<file path="src/rtl/lcd_write_sequencer_pkg.sv">
// Shared definitions for the LCD write sequencer: state codes, HD44780
// command bytes, the power-on init ROM and the slow-command classifier.
package lcd_pkg;

   // FSM state codes (plain constants so legacy tools can probe them).
   typedef logic [2:0] state_t;
   localparam state_t ST_PWR_WAIT = 3'd0;
   localparam state_t ST_LOAD     = 3'd1;
   localparam state_t ST_SETUP    = 3'd2;
   localparam state_t ST_EN_HI    = 3'd3;
   localparam state_t ST_HOLD     = 3'd4;
   localparam state_t ST_EXEC     = 3'd5;
   localparam state_t ST_IDLE     = 3'd6;

   // HD44780 command bytes.
   localparam logic [7:0] FUNC_SET = 8'h38;  // 8-bit bus, 2 lines, 5x8 font
   localparam logic [7:0] DISP_ON  = 8'h0C;  // display on, cursor off
   localparam logic [7:0] ENTRY    = 8'h06;  // increment, no shift
   localparam logic [7:0] CLEAR    = 8'h01;
   localparam logic [7:0] HOME     = 8'h02;
   localparam logic [7:0] DDRAM_L1 = 8'h80;
   localparam logic [7:0] DDRAM_L2 = 8'hC0;

   // Index of the final init command.
   localparam logic [2:0] INIT_LAST = 3'd4;

   // NOTE: the init table is a constant function, not a register array, so it
   // needs no reset and synthesises to plain decode logic.
   function automatic logic [7:0] init_rom(input logic [2:0] idx);
      case (idx)
         3'd0:    init_rom = FUNC_SET;
         3'd1:    init_rom = DISP_ON;
         3'd2:    init_rom = ENTRY;
         3'd3:    init_rom = CLEAR;
         3'd4:    init_rom = DDRAM_L1;
         default: init_rom = 8'h00;
      endcase
   endfunction

   // Clear and home need the long execution wait; everything else is short.
   function automatic logic is_slow_cmd(input logic rs, input logic [7:0] db);
      is_slow_cmd = !rs && ((db == CLEAR) || (db == HOME));
   endfunction

endpackage

</file>
<file path="src/rtl/lcd_write_sequencer_if.sv">
// Write handshake between the scan-code mapper (master) and the LCD write
// sequencer (slave), including the cursor pointer fed back to the mapper.
interface lcd_write_sequencer_if;
   logic       wr_valid;
   logic [7:0] wr_db;
   logic       wr_rs;
   logic       ptr_load;
   logic [4:0] ptr_new;
   logic       wr_ready;
   logic [4:0] pointer;

   modport master (
      output wr_valid, wr_db, wr_rs, ptr_load, ptr_new,
      input  wr_ready, pointer
   );

   modport slave (
      input  wr_valid, wr_db, wr_rs, ptr_load, ptr_new,
      output wr_ready, pointer
   );
endinterface

</file>
<file path="src/rtl/lcd_write_sequencer_delay_counter.sv">
// Loadable down-counter shared by every timed phase of the sequencer.
// done_o is high while the count sits at zero; a load wins over counting.
module lcd_delay_counter #(
   parameter int CNT_W = 20
) (
   input  logic             clk,
   input  logic             rst_n,
   input  logic             load_i,
   input  logic [CNT_W-1:0] load_val_i,
   output logic             done_o
);

   logic [CNT_W-1:0] cnt_q, cnt_d;

   // Next count: reload, else count down and park at zero.
   always_comb begin
      cnt_d = cnt_q;
      if (load_i)
         cnt_d = load_val_i;
      else if (cnt_q != '0)
         cnt_d = cnt_q - 1'b1;
   end

   // Count register.
   // NOTE: clocked state uses non-blocking assignments so every register in the
   // design samples its inputs from the same edge, independent of block order.
   always_ff @(posedge clk or negedge rst_n) begin
      if (!rst_n)
         cnt_q <= '0;
      else
         cnt_q <= cnt_d;
   end

   assign done_o = (cnt_q == '0);

endmodule

</file>
<file path="src/rtl/lcd_write_sequencer.sv">
// HD44780 write sequencer: runs the power-on init sequence, then accepts one
// {byte, RS} write per handshake, generates setup/EN/hold/exec bus timing and
// owns the cursor pointer read back by the mapper.
module lcd_write_sequencer
   import lcd_pkg::*;
#(
   parameter int T_POWERUP = 750000,
   parameter int T_SETUP   = 2,
   parameter int T_EN      = 12,
   parameter int T_HOLD    = 2,
   parameter int T_EXEC    = 2500,
   parameter int T_CLEAR   = 82000,
   parameter int CNT_W     = 20
) (
   input  logic                 clk,
   input  logic                 rst_n,
   lcd_write_sequencer_if.slave wr,
   output logic                 init_done,
   output logic [7:0]           lcd_db,
   output logic                 lcd_rs,
   output logic                 lcd_rw,
   output logic                 lcd_en
);

   // Counter preload values: a state lasting T cycles is entered with T-1.
   // Power-up spends its first cycle arming the counter, hence T_POWERUP-2.
   localparam logic [CNT_W-1:0] LD_PWR   = CNT_W'((T_POWERUP > 1) ? T_POWERUP - 2 : 0);
   localparam logic [CNT_W-1:0] LD_SETUP = CNT_W'(T_SETUP - 1);
   localparam logic [CNT_W-1:0] LD_EN    = CNT_W'(T_EN - 1);
   localparam logic [CNT_W-1:0] LD_HOLD  = CNT_W'(T_HOLD - 1);
   localparam logic [CNT_W-1:0] LD_EXEC  = CNT_W'(T_EXEC - 1);
   localparam logic [CNT_W-1:0] LD_CLEAR = CNT_W'(T_CLEAR - 1);

   state_t     state_q, state_d;
   logic [2:0] idx_q, idx_d;
   logic       armed_q, armed_d;
   logic       init_done_q, init_done_d;
   logic [7:0] db_q, db_d;
   logic       rs_q, rs_d;
   logic       en_q, en_d;
   logic [4:0] ptr_q, ptr_d;

   logic             cnt_load;
   logic [CNT_W-1:0] cnt_val;
   logic             cnt_done;

   lcd_delay_counter #(.CNT_W(CNT_W)) u_delay (
      .clk        (clk),
      .rst_n      (rst_n),
      .load_i     (cnt_load),
      .load_val_i (cnt_val),
      .done_o     (cnt_done)
   );

   // Sequencer FSM: next state, bus/pointer updates and counter preloads.
   // NOTE: every signal written here gets a default first, so no path can
   // leave one unassigned and infer a latch.
   always_comb begin
      state_d     = state_q;
      idx_d       = idx_q;
      armed_d     = armed_q;
      init_done_d = init_done_q;
      db_d        = db_q;
      rs_d        = rs_q;
      en_d        = en_q;
      ptr_d       = ptr_q;
      cnt_load    = 1'b0;
      cnt_val     = '0;

      case (state_q)
         ST_PWR_WAIT: begin
            if (!armed_q) begin
               armed_d = 1'b1;
               if (T_POWERUP == 1) begin
                  state_d = ST_LOAD;
               end else begin
                  cnt_load = 1'b1;
                  cnt_val  = LD_PWR;
               end
            end else if (cnt_done) begin
               state_d = ST_LOAD;
            end
         end
         ST_LOAD: begin
            db_d     = init_rom(idx_q);
            rs_d     = 1'b0;
            state_d  = ST_SETUP;
            cnt_load = 1'b1;
            cnt_val  = LD_SETUP;
         end
         ST_SETUP: begin
            if (cnt_done) begin
               state_d  = ST_EN_HI;
               en_d     = 1'b1;
               cnt_load = 1'b1;
               cnt_val  = LD_EN;
            end
         end
         ST_EN_HI: begin
            if (cnt_done) begin
               state_d  = ST_HOLD;
               en_d     = 1'b0;
               cnt_load = 1'b1;
               cnt_val  = LD_HOLD;
            end
         end
         ST_HOLD: begin
            if (cnt_done) begin
               state_d  = ST_EXEC;
               cnt_load = 1'b1;
               cnt_val  = is_slow_cmd(rs_q, db_q) ? LD_CLEAR : LD_EXEC;
            end
         end
         ST_EXEC: begin
            if (cnt_done) begin
               if (init_done_q) begin
                  state_d = ST_IDLE;
               end else if (idx_q == INIT_LAST) begin
                  init_done_d = 1'b1;
                  state_d     = ST_IDLE;
               end else begin
                  idx_d   = idx_q + 3'd1;
                  state_d = ST_LOAD;
               end
            end
         end
         ST_IDLE: begin
            if (wr.wr_valid) begin
               db_d     = wr.wr_db;
               rs_d     = wr.wr_rs;
               ptr_d    = wr.ptr_load ? wr.ptr_new : ptr_q + 5'd1;
               state_d  = ST_SETUP;
               cnt_load = 1'b1;
               cnt_val  = LD_SETUP;
            end
         end
         default: state_d = ST_PWR_WAIT;
      endcase
   end

   // State and output registers; reset forces EN low immediately.
   always_ff @(posedge clk or negedge rst_n) begin
      if (!rst_n) begin
         state_q     <= ST_PWR_WAIT;
         idx_q       <= '0;
         armed_q     <= 1'b0;
         init_done_q <= 1'b0;
         db_q        <= '0;
         rs_q        <= 1'b0;
         en_q        <= 1'b0;
         ptr_q       <= '0;
      end else begin
         state_q     <= state_d;
         idx_q       <= idx_d;
         armed_q     <= armed_d;
         init_done_q <= init_done_d;
         db_q        <= db_d;
         rs_q        <= rs_d;
         en_q        <= en_d;
         ptr_q       <= ptr_d;
      end
   end

   assign wr.wr_ready = (state_q == ST_IDLE);
   assign wr.pointer  = ptr_q;
   assign init_done   = init_done_q;
   assign lcd_db      = db_q;
   assign lcd_rs      = rs_q;
   assign lcd_rw      = 1'b0;
   assign lcd_en      = en_q;

endmodule

</file>
<file path="src/flat_wrapper.sv">
// flat-port wrapper written by rule: the top's interface ports become plain ports
module lcd_write_sequencer_flat import lcd_pkg::*;
#(
   parameter int T_POWERUP = 750000,
   parameter int T_SETUP   = 2,
   parameter int T_EN      = 12,
   parameter int T_HOLD    = 2,
   parameter int T_EXEC    = 2500,
   parameter int T_CLEAR   = 82000,
   parameter int CNT_W     = 20
)
  (clk, rst_n, init_done, lcd_db, lcd_rs, lcd_rw, lcd_en, wr_wr_valid, wr_wr_db, wr_wr_rs, wr_ptr_load, wr_ptr_new, wr_wr_ready, wr_pointer);
  lcd_write_sequencer_if wr_i ();
  input  logic clk;
  input  logic rst_n;
  output logic init_done;
  output logic [7:0] lcd_db;
  output logic lcd_rs;
  output logic lcd_rw;
  output logic lcd_en;
  input wire logic [$bits(wr_i.wr_valid)-1:0] wr_wr_valid;
  input wire logic [$bits(wr_i.wr_db)-1:0] wr_wr_db;
  input wire logic [$bits(wr_i.wr_rs)-1:0] wr_wr_rs;
  input wire logic [$bits(wr_i.ptr_load)-1:0] wr_ptr_load;
  input wire logic [$bits(wr_i.ptr_new)-1:0] wr_ptr_new;
  output wire logic [$bits(wr_i.wr_ready)-1:0] wr_wr_ready;
  output wire logic [$bits(wr_i.pointer)-1:0] wr_pointer;
  assign wr_i.wr_valid = wr_wr_valid;
  assign wr_i.wr_db = wr_wr_db;
  assign wr_i.wr_rs = wr_wr_rs;
  assign wr_i.ptr_load = wr_ptr_load;
  assign wr_i.ptr_new = wr_ptr_new;
  assign wr_wr_ready = wr_i.wr_ready;
  assign wr_pointer = wr_i.pointer;
  lcd_write_sequencer #(.T_POWERUP(T_POWERUP), .T_SETUP(T_SETUP), .T_EN(T_EN), .T_HOLD(T_HOLD), .T_EXEC(T_EXEC), .T_CLEAR(T_CLEAR), .CNT_W(CNT_W)) u_core (.clk(clk), .rst_n(rst_n), .wr(wr_i), .init_done(init_done), .lcd_db(lcd_db), .lcd_rs(lcd_rs), .lcd_rw(lcd_rw), .lcd_en(lcd_en));
endmodule
</file>
<file path="config.mk">
export PLATFORM = sky130hd
export DESIGN_NAME = lcd_write_sequencer_flat
export DESIGN_NICKNAME = d
export VERILOG_FILES = /design/src/rtl/lcd_write_sequencer_pkg.sv /design/src/rtl/lcd_write_sequencer_if.sv /design/src/rtl/lcd_write_sequencer_delay_counter.sv /design/src/rtl/lcd_write_sequencer.sv /design/src/flat_wrapper.sv
export SDC_FILE = /design/constraint.sdc
export NUM_CORES = 1
export LEC_CHECK = 0
export ABC_AREA = 1
export CAP_MARGIN = 20
export CORE_UTILIZATION = 50
export DETAILED_ROUTE_END_ITERATION = 12
export GPL_TIMING_DRIVEN = 0
export PLACE_DENSITY_LB_ADDON = 0.12
export SETUP_SLACK_MARGIN = 0.4
export SYNTH_ARGS = -nofsm -noshare
export SYNTH_HDL_FRONTEND = slang
export SYNTH_SLANG_ARGS = --single-unit
</file>
<file path="constraint.sdc">
create_clock -name clk -period 1.95 [get_ports clk]
set_clock_uncertainty 0.15 [all_clocks]
set_input_delay 0.2925 -clock clk [delete_from_list [all_inputs] [get_ports clk]]
set_output_delay 0.2925 -clock clk [all_outputs]
set_load 0.1 [all_outputs]
</file>
==> metrics, run 1 <==
leakage power figure 2.02 nW; clock buffer count from CTS 5; status finished, final reports clean; vertical extent of the die 77.3 µm; Total GRT Usage 29.7%; number of vias per cell after detailed routing 5.49; detailed-placement wirelength estimate 5080 µm; final standard cell count with taps included and fillers excluded 548; worst ir drop on vdd 566 µV; kind of end point of the critical path flop; biggest fanout along the worst timing path 7; netlist area before placement 2830 µm²; peak per-stage delay on the critical path 0.45 ns; worst setup path startpoint u_core.u_delay.cnt_q[14]; DR iter-0 viols 241; cell count after synthesis 367; placed cell count 473; CP startpoint kind flop; post-layout utilization of the core 80.3%; most common cell after layout, fill and taps aside buf_4; number of nets at the end of the flow 501; Reg2Reg Launch Point u_core.u_delay.cnt_q[14]; RSZ-0062 raised after global routing true; vias in the first global route 2938; worst path arrival time 1.91 ns; number of search-and-repair iterations in the first detailed-routing pass 5; ratio of cells with drive above 1 in the final layout 45.8%; number of standard-cell rows in the floorplan 27; Final Setup Violations 0; Layout fillers 326; Worst R2R Setup Slack 0.09 ns; max-slew violation count 0; Top-Level Pins 36; area grow syn2layout 55.1%; share of synthesized area occupied by flip-flops and latches 38.0%; effective utilization at floorplan 51.8%; CTS H-tree lvls 2; Pwr Density 392 nW/µm²; yosys synthesis warning count 0; DRC errors left 0; Peak Freq 538 MHz; fraction of the cycle the final worst path needs 95.4%; average wire per standard cell 16.4 µm; number of violations of the max-capacitance limit 0; distinct cell type count after synthesis 40; maximum number of pins on one net before global-route repair 28; post-layout minimum cycle time 1.86 ns; Worst path top cell family by delay simple AND/OR/NAND/NOR gates; Crit path buffers/inverters 2; first-pass GRT wire length 13700 µm; clock root cell clkbuf_8; most frequent cells in the layout 70 x buf_4, 65 x nand2_1, 38 x inv_1; Final Hold Vio Count 0; number of buffers added on ports 33; number of inserted diodes 0; Top cell by count, worst path buf_4; total via count in the routed design 3009; Critical-path top delay cell dfrtp_1; critical path cell sequence nor2_2 > nand2_2 > nor2_8 > nand3_4 > buf_4 > buf_4 > nand2_1 > o21ai_1; antenna-violating nets left 0; placer congestion estimate 0.858; core footprint 5470 µm²; count of cells along the worst register-to-register path 8; die outline width 77.3 µm; R2R Path End u_core.u_delay.cnt_q[5]; worst hold slack across all endpoints 0.283 ns; synthesized area divided by synthesized cell count 7.72 µm²; Die Area 5970 µm²; clock transition at the registers of the reported paths 0.10 ns; CTS sink count 43; total of flip-flops plus latches after synthesis 43; worst hold-check path type input pin to asynchronous set/reset pin; antenna violations before repair 0; TritonCTS clock tree done; Post-Syn Nets 393; maximum root-to-sink buffer count 2; clock insertion delay at the later pin of the skew report 0.32 ns; Worst Path Class, Setup flop to flop; CP required 2.00 ns; total detailed-routing wirelength 9000 µm; global route total overflow 0
[how the worst max path moves through the flow]
stage / depth (start not counted) / slack [ns] / endpoint
3_3_place_gp: 1 / -1.06 / u_core.lcd_db[1]
4_1_cts: 5 / 0.23 / wr_wr_ready
6_report: 8 / 0.09 / u_core.u_delay.cnt_q[5]
5_1_grt: 8 / 0.05 / u_core.u_delay.cnt_q[5]
3_5_place_dp: 5 / -0.61 / wr_wr_ready
2_1_floorplan: 9 / 0.31 / u_core.u_delay.cnt_q[1]
[power breakdown]
part / total (W) / switching [W] / leakage, nW / internal (W)
clock network: 0.000754 / 0.000365 / 0.0587 / 0.000389
logic: 0.0000770 / 0.0000414 / 1.50 / 0.0000357
registers: 0.000891 / 0 / 0.462 / 0.000891
[routing by layer]
metal  track usage, %  vias to the layer above  part of all wire, %
met3             5.00                       37                  5.1
met5                0                        -                    0
met2             52.7                      129                   51
met4             14.3                        0                  3.9
met1             34.4                     1433                   40
li1                 -                     1410                    -
[Yosys cell counts, drive strengths merged]
master,n,share of area [%]
a21oi,23,4.5
a31oi,1,0.22
and3,1,0.22
buf,5,1.4
clkbuf,1,0.13
clkinv,2,0.27
conb,1,0.13
dfrtp,43,38
ha,8,3.5
inv,50,6.6
nand2,85,12
nand3,21,4.9
nand3b,2,0.53
nand4,13,3.9
nor2,52,9.2
nor3,12,2.3
nor3b,3,0.97
o2111ai,1,0.31
o211ai,2,0.53
o21ai,20,3.7
o21bai,1,0.40
o221ai,1,0.31
o31ai,1,0.27
xnor2,2,0.62
xor2,16,4.9
[what timing repair did]
item                                   4_1_cts  5_1_grt
setup endpoints to repair                   58       45
gates resized for setup                    168       45
endpoints found under the hold margin       16        0
cloned                                       3        1
hold buffers                                 1        0
setup buffers                               50       12
pin swaps                                   31       25
[worst reg2reg max path: stages, from the launching register on]
cell and delay (ns):
dfrtp_1 0.45, nor2_2 0.17, nand2_2 0.11, nor2_8 0.22
nand3_4 0.17, buf_4 0.17, buf_4 0.13, nand2_1 0.09
o21ai_1 0.08
[per-stage QoR]
| step | instance area (µm²) | worst slack [ns] | TNS [ns] | total power [W] |
|---|---|---|---|---|
| after global routing | 4390 | 0.0529 | 0 | 0.00175 |
| after CTS | 4110 | 0.228 | 0 | 0.00172 |
| after floorplan | 2920 | 0.312 | 0 | 0.000924 |
| final | 4390 | 0.0901 | 0 | 0.00172 |
| after global placement | 3340 | -1.06 | -36.89 | 0.000976 |
| after detailed placement | 3360 | -0.608 | -0.693 | 0.000980 |
[cells by family (layout without fill, tap and decap cells)]
kind of cell | after synthesis | after routing | share of synthesized area, %
adders and majority gates | 8 | 8 | 3.53
xor gates and xnor gates | 18 | 18 | 5.57
AOI/OAI and AO/OA | 50 | 50 | 10.2
and+or+nand+nor | 189 | 190 | 34.2
other | 1 | 1 | 0.132
buffers and inverters | 58 | 166 | 8.44
DFF | 43 | 43 | 38.0
[final cells by class]
class | count | area, µm² | area share, %
repair buffers | 100 | 898 | 20.5
multi-input cells | 267 | 1890 | 43.0
clock inverters | 3 | 47.5 | 1.08
well taps | 72 | 90.1 | 2.05
flip-flops and latches | 43 | 1110 | 25.3
clock buffers | 5 | 68.8 | 1.57
plain buffers | 6 | 63.8 | 1.45
inverters | 52 | 224 | 5.10
[sequential cells by signal, summed over array words and instances, names as in the netlist]
register / count
u_core.init_done: 1
u_core.lcd_db: 8
u_core.armed_q: 1
u_core.wr.pointer: 5
u_core.state_q: 3
u_core.lcd_rs: 1
u_core.lcd_en: 1
u_core.idx_q: 3
u_core.u_delay.cnt_q: 20
Note: power is estimated with default switching activity, not from simulation.
==> run 2, diff against run 1 <==
Settings changed: CORE_ASPECT_RATIO from default to 1.4, SLEW_MARGIN from default to 0.
==> run 2 against run 1 <==
Flip-flop and latch count is the same. Critical path depth grew 3. Sequential share of layout area shrank 0.49 points. Critical endpoint is now u_core.u_delay.cnt_q[18]. Largest power group unchanged. Highest routed layer unchanged.
==> metrics, run 2 (same netlist as run 1, synthesis figures left out) <==
portion of total power attributed to the clock network 43.0% (-0.8 points); antenna-violating nets left 0 (unchanged); register with the highest flop count u_core.u_delay.cnt_q; CP required 2.03 ns (+0.03 ns); status finished, final reports clean; clock buffer count from CTS 5 (unchanged); R2R Path End u_core.u_delay.cnt_q[18]; worst hold-check path type input pin to asynchronous set/reset pin; leakage power figure 2.04 nW (+0.91%); clock transition at the registers of the reported paths 0.10 ns (about the same); area grow syn2layout 58.0%; Worst R2R Setup Slack 0.14 ns (+0.05 ns); final standard cell count with taps included and fillers excluded 544 (-0.73%); maximum number of pins on one net before global-route repair 30 (+7.1%); biggest fanout along the worst timing path 5 (-2); clock insertion delay at the later pin of the skew report 0.31 ns (about the same); RSZ-0062 raised after global routing true; critical path cell sequence inv_2 > buf_12 > nand2_8 > nand2_2 > nand2_1 > nand2_2 > nand4_4 > nand3_4 > buf_12 > clkbuf_16 > nor3b_2; effective utilization at floorplan 51.6% (-0.12 points); worst path arrival time 1.88 ns (-0.03 ns); sw power 0.000381 W (-6.1%); number of search-and-repair iterations in the first detailed-routing pass 4 (-1); worst ir drop on vdd 518 µV (-8.6%); vias in the first global route 2914 (-0.82%); Critical-path top delay cell dfrtp_1; detailed-placement wirelength estimate 5140 µm (+1.3%); Die Area 5970 µm² (about the same); ratio of cells with drive above 1 in the final layout 48.7% (+2.9 points); core footprint 5490 µm² (+0.23%); CP startpoint kind flop; fraction of the cycle the final worst path needs 92.6% (-2.7 points); Pwr Density 379 nW/µm² (-3.2%); total power consumption of the routed design 0.00170 W (-1.4%); average wire per standard cell 16.7 µm (+1.4%); cell-internal power 0.00131 W (about the same); number of inserted diodes 0 (unchanged); global route total overflow 0 (unchanged); number of nets at the end of the flow 501 (unchanged); Sequential Power Share 52.5% (+0.8 points); maximum root-to-sink buffer count 2 (unchanged); kind of end point of the critical path flop; Worst Slack Setup Final 0.144 ns (+0.0536 ns); clock root cell clkbuf_8; Final Setup Violations 0 (unchanged); Top-Level Pins 36 (unchanged); post-layout utilization of the core 81.6% (+1.3 points); Peak Freq 554 MHz (+3.0%); Worst Path Class, Setup flop to flop; max-slew violation count 0 (unchanged); number of buffers added on ports 33 (unchanged); Logic pwr share 4.5% (about the same); DRC errors left 0 (unchanged); flip-flop count of the largest register, all copies and words added 20 (unchanged); vertical extent of the die 91.1 µm (+18%); most common cell after layout, fill and taps aside nand2_1; Total GRT Usage 28.7% (-1.0 points); number of vias per cell after detailed routing 5.46 (-0.54%); placed cell count 469 (-0.85%); DR iter-0 viols 162 (-33%); total via count in the routed design 2971 (-1.3%); first-pass GRT wire length 13200 µm (-4.0%); number of violations of the max-capacitance limit 0 (unchanged); switching share of power 22.5% (-1.1 points); CTS sink count 43 (unchanged); number of standard-cell rows in the floorplan 32 (+19%); antenna violations before repair 0 (unchanged); TritonCTS clock tree done; peak per-stage delay on the critical path 0.38 ns (-0.07 ns); post-layout minimum cycle time 1.81 ns (-0.0536 ns); setup slack at placement -0.609 ns (-0.00174 ns); Final Hold Vio Count 0 (unchanged); CTS H-tree lvls 2 (unchanged); most frequent cells in the layout 64 x nand2_1, 63 x buf_4, 37 x inv_1; Reg2Reg Launch Point u_core.state_q[0]; total detailed-routing wirelength 9060 µm (+0.70%); count of cells along the worst register-to-register path 11 (+3); placer congestion estimate 0.855 (-0.40%); die outline width 65.6 µm (-15%)
run 2: changes by cell type in the layout (fill, tap and decap cells not counted), sizes merged:
cell	change
clkinvlp	-1
inv	+2
nand3	-1
clkinv	-1
buf	+1
run 2: final cells by class:
cell class              instances  area, µm²
plain buffers                   6       68.8
clock buffers                   5       68.8
clock inverters                 3       47.5
fillers                       327       1010
inverters                      52        220
multi-input cells             266       1950
flip-flops and latches         43       1110
well taps                      68       85.1
repair buffers                101        925
run 2: power groups by stage:
stage / sequential (W) / clock, W / combinational [W]
floorplan: 0.000909 / 0 / 0.0000150
global placement: 0.000909 / 0 / 0.0000664
detailed placement: 0.000909 / 0 / 0.0000710
CTS: 0.000890 / 0.000740 / 0.0000742
global route: 0.000891 / 0.000776 / 0.0000848
finish: 0.000890 / 0.000729 / 0.0000770
run 2: through the flow:
| step | area (µm²) | hold WS, ns | setup TNS [ns] |
|---|---|---|---|
| 6_report | 4470 | 0.276 | 0 |
| 5_1_grt | 4470 | 0.304 | 0 |
| 4_1_cts | 4010 | 0.279 | 0 |
| 3_5_place_dp | 3350 | 0.0847 | -0.703 |
| 3_3_place_gp | 3340 | 0.307 | -37.99 |
| 2_1_floorplan | 2920 | -0.153 | 0 |
run 2: worst max path at each step:
| stage | from | endpoint | slack (ns) |
|---|---|---|---|
| floorplan | u_core.u_delay.cnt_q[8] | u_core.u_delay.cnt_q[1] | 0.31 |
| detailed placement | u_core.state_q[0] | wr_wr_ready | -0.61 |
| CTS | u_core.state_q[0] | wr_wr_ready | 0.20 |
| global route | u_core.u_delay.cnt_q[11] | u_core.state_q[2] | 0.08 |
| global placement | rst_n | u_core.lcd_db[1] | -1.09 |
| finish | u_core.state_q[0] | u_core.u_delay.cnt_q[18] | 0.14 |
run 2: what timing repair did:
item / 4_1_cts / 5_1_grt
gates cloned: 2 / 1
hold buffers: 1 / 0
buffers inserted: 43 / 20
endpoints found under the hold margin: 14 / 0
setup endpoints to repair: 59 / 44
pin swaps: 30 / 32
gates resized for setup: 161 / 79
run 2: routing by layer:
metal | track usage (%) | wire length, µm
met1 | 30.1 | 3210
met2 | 52.1 | 4960
met3 | 4.27 | 360
met4 | 16.7 | 539
met5 | 0 | 0
run 2: critical path: cells and delay by family, from the launching register on:
kind | cells | cell delay (ns)
AND/OR/NAND/NOR | 7 | 0.66
flip-flops | 1 | 0.38
buffers and inverters | 4 | 0.52
==> run 3, diff against run 2 <==
--- a/config.mk
+++ b/config.mk
@@ -7,7 +7,7 @@
 export LEC_CHECK = 0
 export ABC_AREA = 1
-export CAP_MARGIN = 20
 export CORE_ASPECT_RATIO = 1.4
 export CORE_UTILIZATION = 50
+export CTS_BUF_LIST = sky130_fd_sc_hd__clkbuf_16
 export DETAILED_ROUTE_END_ITERATION = 12
 export GPL_TIMING_DRIVEN = 0
==> constraint.sdc (replaced) <==
create_clock -name clk -period 1.95 [get_ports clk]
set_clock_uncertainty 0.15 [all_clocks]
set_input_delay 0.39 -clock clk [delete_from_list [all_inputs] [get_ports clk]]
set_output_delay 0.39 -clock clk [all_outputs]
set_load 0.1 [all_outputs]
==> run 3 against run 2 <==
Critical path depth shrank 4. Via count shrank 1.6%. First-iteration DRC count grew 23%. Non-clock buffer count shrank 7. Sequential power is essentially flat. Count of clock-buffer cells in the layout is the same. Fmax grew 0.44%. Combinational power shrank 3.0%. Register-to-register slack is essentially flat. Core utilization shrank 1.4 points. Flip-flop and latch count is the same. Total power grew 16%.
==> metrics, run 3 (same netlist as run 1, synthesis figures left out) <==
status finished, final reports clean; number of violations of the max-capacitance limit 0 (unchanged); clock root cell clkbuf_16; biggest fanout along the worst timing path 5 (unchanged); DR iter-0 viols 200 (+23%); antenna-violating nets left 0 (unchanged); leakage power figure 2.02 nW (-1.3%); number of buffers added on ports 33 (unchanged); effective utilization at floorplan 51.6% (unchanged); total via count in the routed design 2923 (-1.6%); core footprint 5490 µm² (unchanged); CTS H-tree lvls 2 (unchanged); worst hold-check path type flop to flop; Sequential Power Share 45.4% (-7.1 points); fraction of the cycle the final worst path needs 92.2% (-0.41 points); number of vias per cell after detailed routing 5.44 (-0.33%); post-layout minimum cycle time 1.80 ns (-0.00791 ns); area grow syn2layout 55.3%; register with the highest flop count u_core.u_delay.cnt_q; Crit path buffers/inverters 1 (-3); Layout fillers 355 (+8.6%); detailed-placement wirelength estimate 5140 µm (unchanged); DRC errors left 0 (unchanged); cell count of the worst hold path 2; Total GRT Usage 29.9% (+1.2 points); count of cells along the worst register-to-register path 7 (-4); clock insertion delay at the later pin of the skew report 0.30 ns (about the same); max-slew violation count 0 (unchanged); first-pass GRT wire length 13700 µm (+3.8%); number of search-and-repair iterations in the first detailed-routing pass 4 (unchanged); number of standard-cell rows in the floorplan 32 (unchanged); Reg2Reg Launch Point u_core.u_delay.cnt_q[2]; Top-Level Pins 36 (unchanged); average wire per standard cell 16.7 µm (about the same); RSZ-0062 raised after global routing true; Worst path top cell family by delay simple AND/OR/NAND/NOR gates; Peak Freq 556 MHz (+0.44%); Pwr Density 446 nW/µm² (+18%); Worst R2R Setup Slack 0.15 ns (about the same); most frequent cells in the layout 65 x nand2_1, 58 x buf_4, 37 x inv_1; startpoint of the lowest-slack hold path u_core.lcd_en; most common cell after layout, fill and taps aside nand2_1; antenna violations before repair 0 (unchanged); Top cell by count, worst path nor2_4; clock buffer count from CTS 5 (unchanged); cell-internal power 0.00154 W (+17%); sw power 0.000423 W (+11%); Logic pwr share 3.8% (-0.7 points); ratio of cells with drive above 1 in the final layout 46.9% (-1.8 points); R2R Path End u_core.u_delay.cnt_q[8]; Final Setup Violations 0 (unchanged); capture endpoint of the worst hold path u_core.lcd_en; global route total overflow 0 (unchanged); worst hold slack across all endpoints 0.343 ns (+0.0672 ns); vias in the first global route 3028 (+3.9%); placer congestion estimate 0.855 (unchanged); critical path cell sequence nor2_4 > buf_4 > nand2_4 > nor2_4 > xor2_1 > nand4_1 > a21oi_1; Die Area 5970 µm² (unchanged); maximum root-to-sink buffer count 2 (unchanged); CP startpoint kind flop; total detailed-routing wirelength 8950 µm (-1.2%); worst ir drop on vdd 392 µV (-24%); kind of end point of the critical path flop; post-layout utilization of the core 80.2% (-1.4 points); Final Hold Vio Count 0 (unchanged); flip-flop count of the largest register, all copies and words added 20 (unchanged); CTS sink count 43 (unchanged); portion of total power attributed to the clock network 50.7% (+7.7 points); die outline width 65.6 µm (unchanged); clock transition at the registers of the reported paths 0.07 ns (-0.03 ns); vertical extent of the die 91.1 µm (unchanged); TritonCTS clock tree done; number of nets at the end of the flow 494 (-1.4%); peak per-stage delay on the critical path 0.43 ns (+0.05 ns); maximum number of pins on one net before global-route repair 30 (unchanged); worst path arrival time 1.87 ns (about the same); CP required 2.02 ns (about the same); number of inserted diodes 0 (unchanged); Worst Path Class, Setup flop to flop; switching share of power 21.5% (-0.94 points); Critical-path top delay cell dfrtp_1
## run 3: cell types whose count changed in the layout (fill, tap and decap cells not counted), moves of 5 or more
cell	before	now
a21oi_1	5	11
a21oi_2	15	10
buf_12	7	2
clkbuf_16	1	6
buf_4	63	58
clkbuf_8	5	0
## run 3: stage by stage
step | cells | power (W) | area, µm² | TNS [ns] | setup WS (ns)
global placement | 468 | 0.000975 | 3340 | -43.61 | -1.19
detailed placement | 469 | 0.000980 | 3350 | -2.09 | -0.707
global route | 537 | 0.00202 | 4400 | -0.00287 | -0.00287
CTS | 519 | 0.00196 | 4040 | 0 | 0.203
floorplan | 367 | 0.000924 | 2920 | 0 | 0.312
finish | 537 | 0.00196 | 4400 | 0 | 0.152
## run 3: power groups by stage
stage,Clock (W),Combinational [W],Sequential [W]
after floorplan,0,0.0000150,0.000909
after global placement,0,0.0000664,0.000909
after detailed placement,0,0.0000710,0.000909
after CTS,0.000991,0.0000739,0.000891
after global routing,0.00104,0.0000829,0.000891
final,0.000995,0.0000747,0.000891
## run 3: layer usage
metal	global-route usage (%)	wire, µm	vias up
met4	20.1	571	0
met3	5.03	330	42
met2	52.9	4830	96
li1	-	-	1392
met1	31.1	3230	1393
met5	0	0	-
## run 3: cell type report
| class | count | area [µm²] | share of cell area, % |
|---|---|---|---|
| multi-input cells | 266 | 1880 | 42.8 |
| clock buffers | 5 | 125 | 2.84 |
| repair buffers | 94 | 866 | 19.7 |
| clock inverters | 3 | 47.5 | 1.08 |
| inverters | 52 | 213 | 4.84 |
| flip-flops and latches | 43 | 1110 | 25.3 |
| well taps | 68 | 85.1 | 1.93 |
| plain buffers | 6 | 67.6 | 1.54 |
## run 3: what timing repair did
action / CTS / global route
hold buffers: 1 / 0
setup endpoints to repair: 59 / 44
hold endpoints to repair: 14 / 0
gates cloned: 2 / 1
buffers inserted: 39 / 17
pin swaps: 21 / 24
gates resized for setup: 163 / 67
## run 3: worst min-delay path: stages (launching register included)
cell,delay [ns]
dfrtp_1,0.36
nand2_1,0.06
nand2_1,0.05
## run 3: worst max path at each step
stage / endpoint / from / slack (ns) / cells past startpoint
3_3_place_gp: u_core.lcd_db[1] / rst_n / -1.19 / 1
5_1_grt: u_core.u_delay.cnt_q[8] / u_core.u_delay.cnt_q[0] / -0.003 / 7
4_1_cts: wr_wr_ready / u_core.state_q[0] / 0.20 / 5
2_1_floorplan: u_core.u_delay.cnt_q[1] / u_core.u_delay.cnt_q[8] / 0.31 / 9
3_5_place_dp: wr_wr_ready / u_core.state_q[0] / -0.71 / 5
6_report: u_core.u_delay.cnt_q[8] / u_core.u_delay.cnt_q[2] / 0.15 / 7
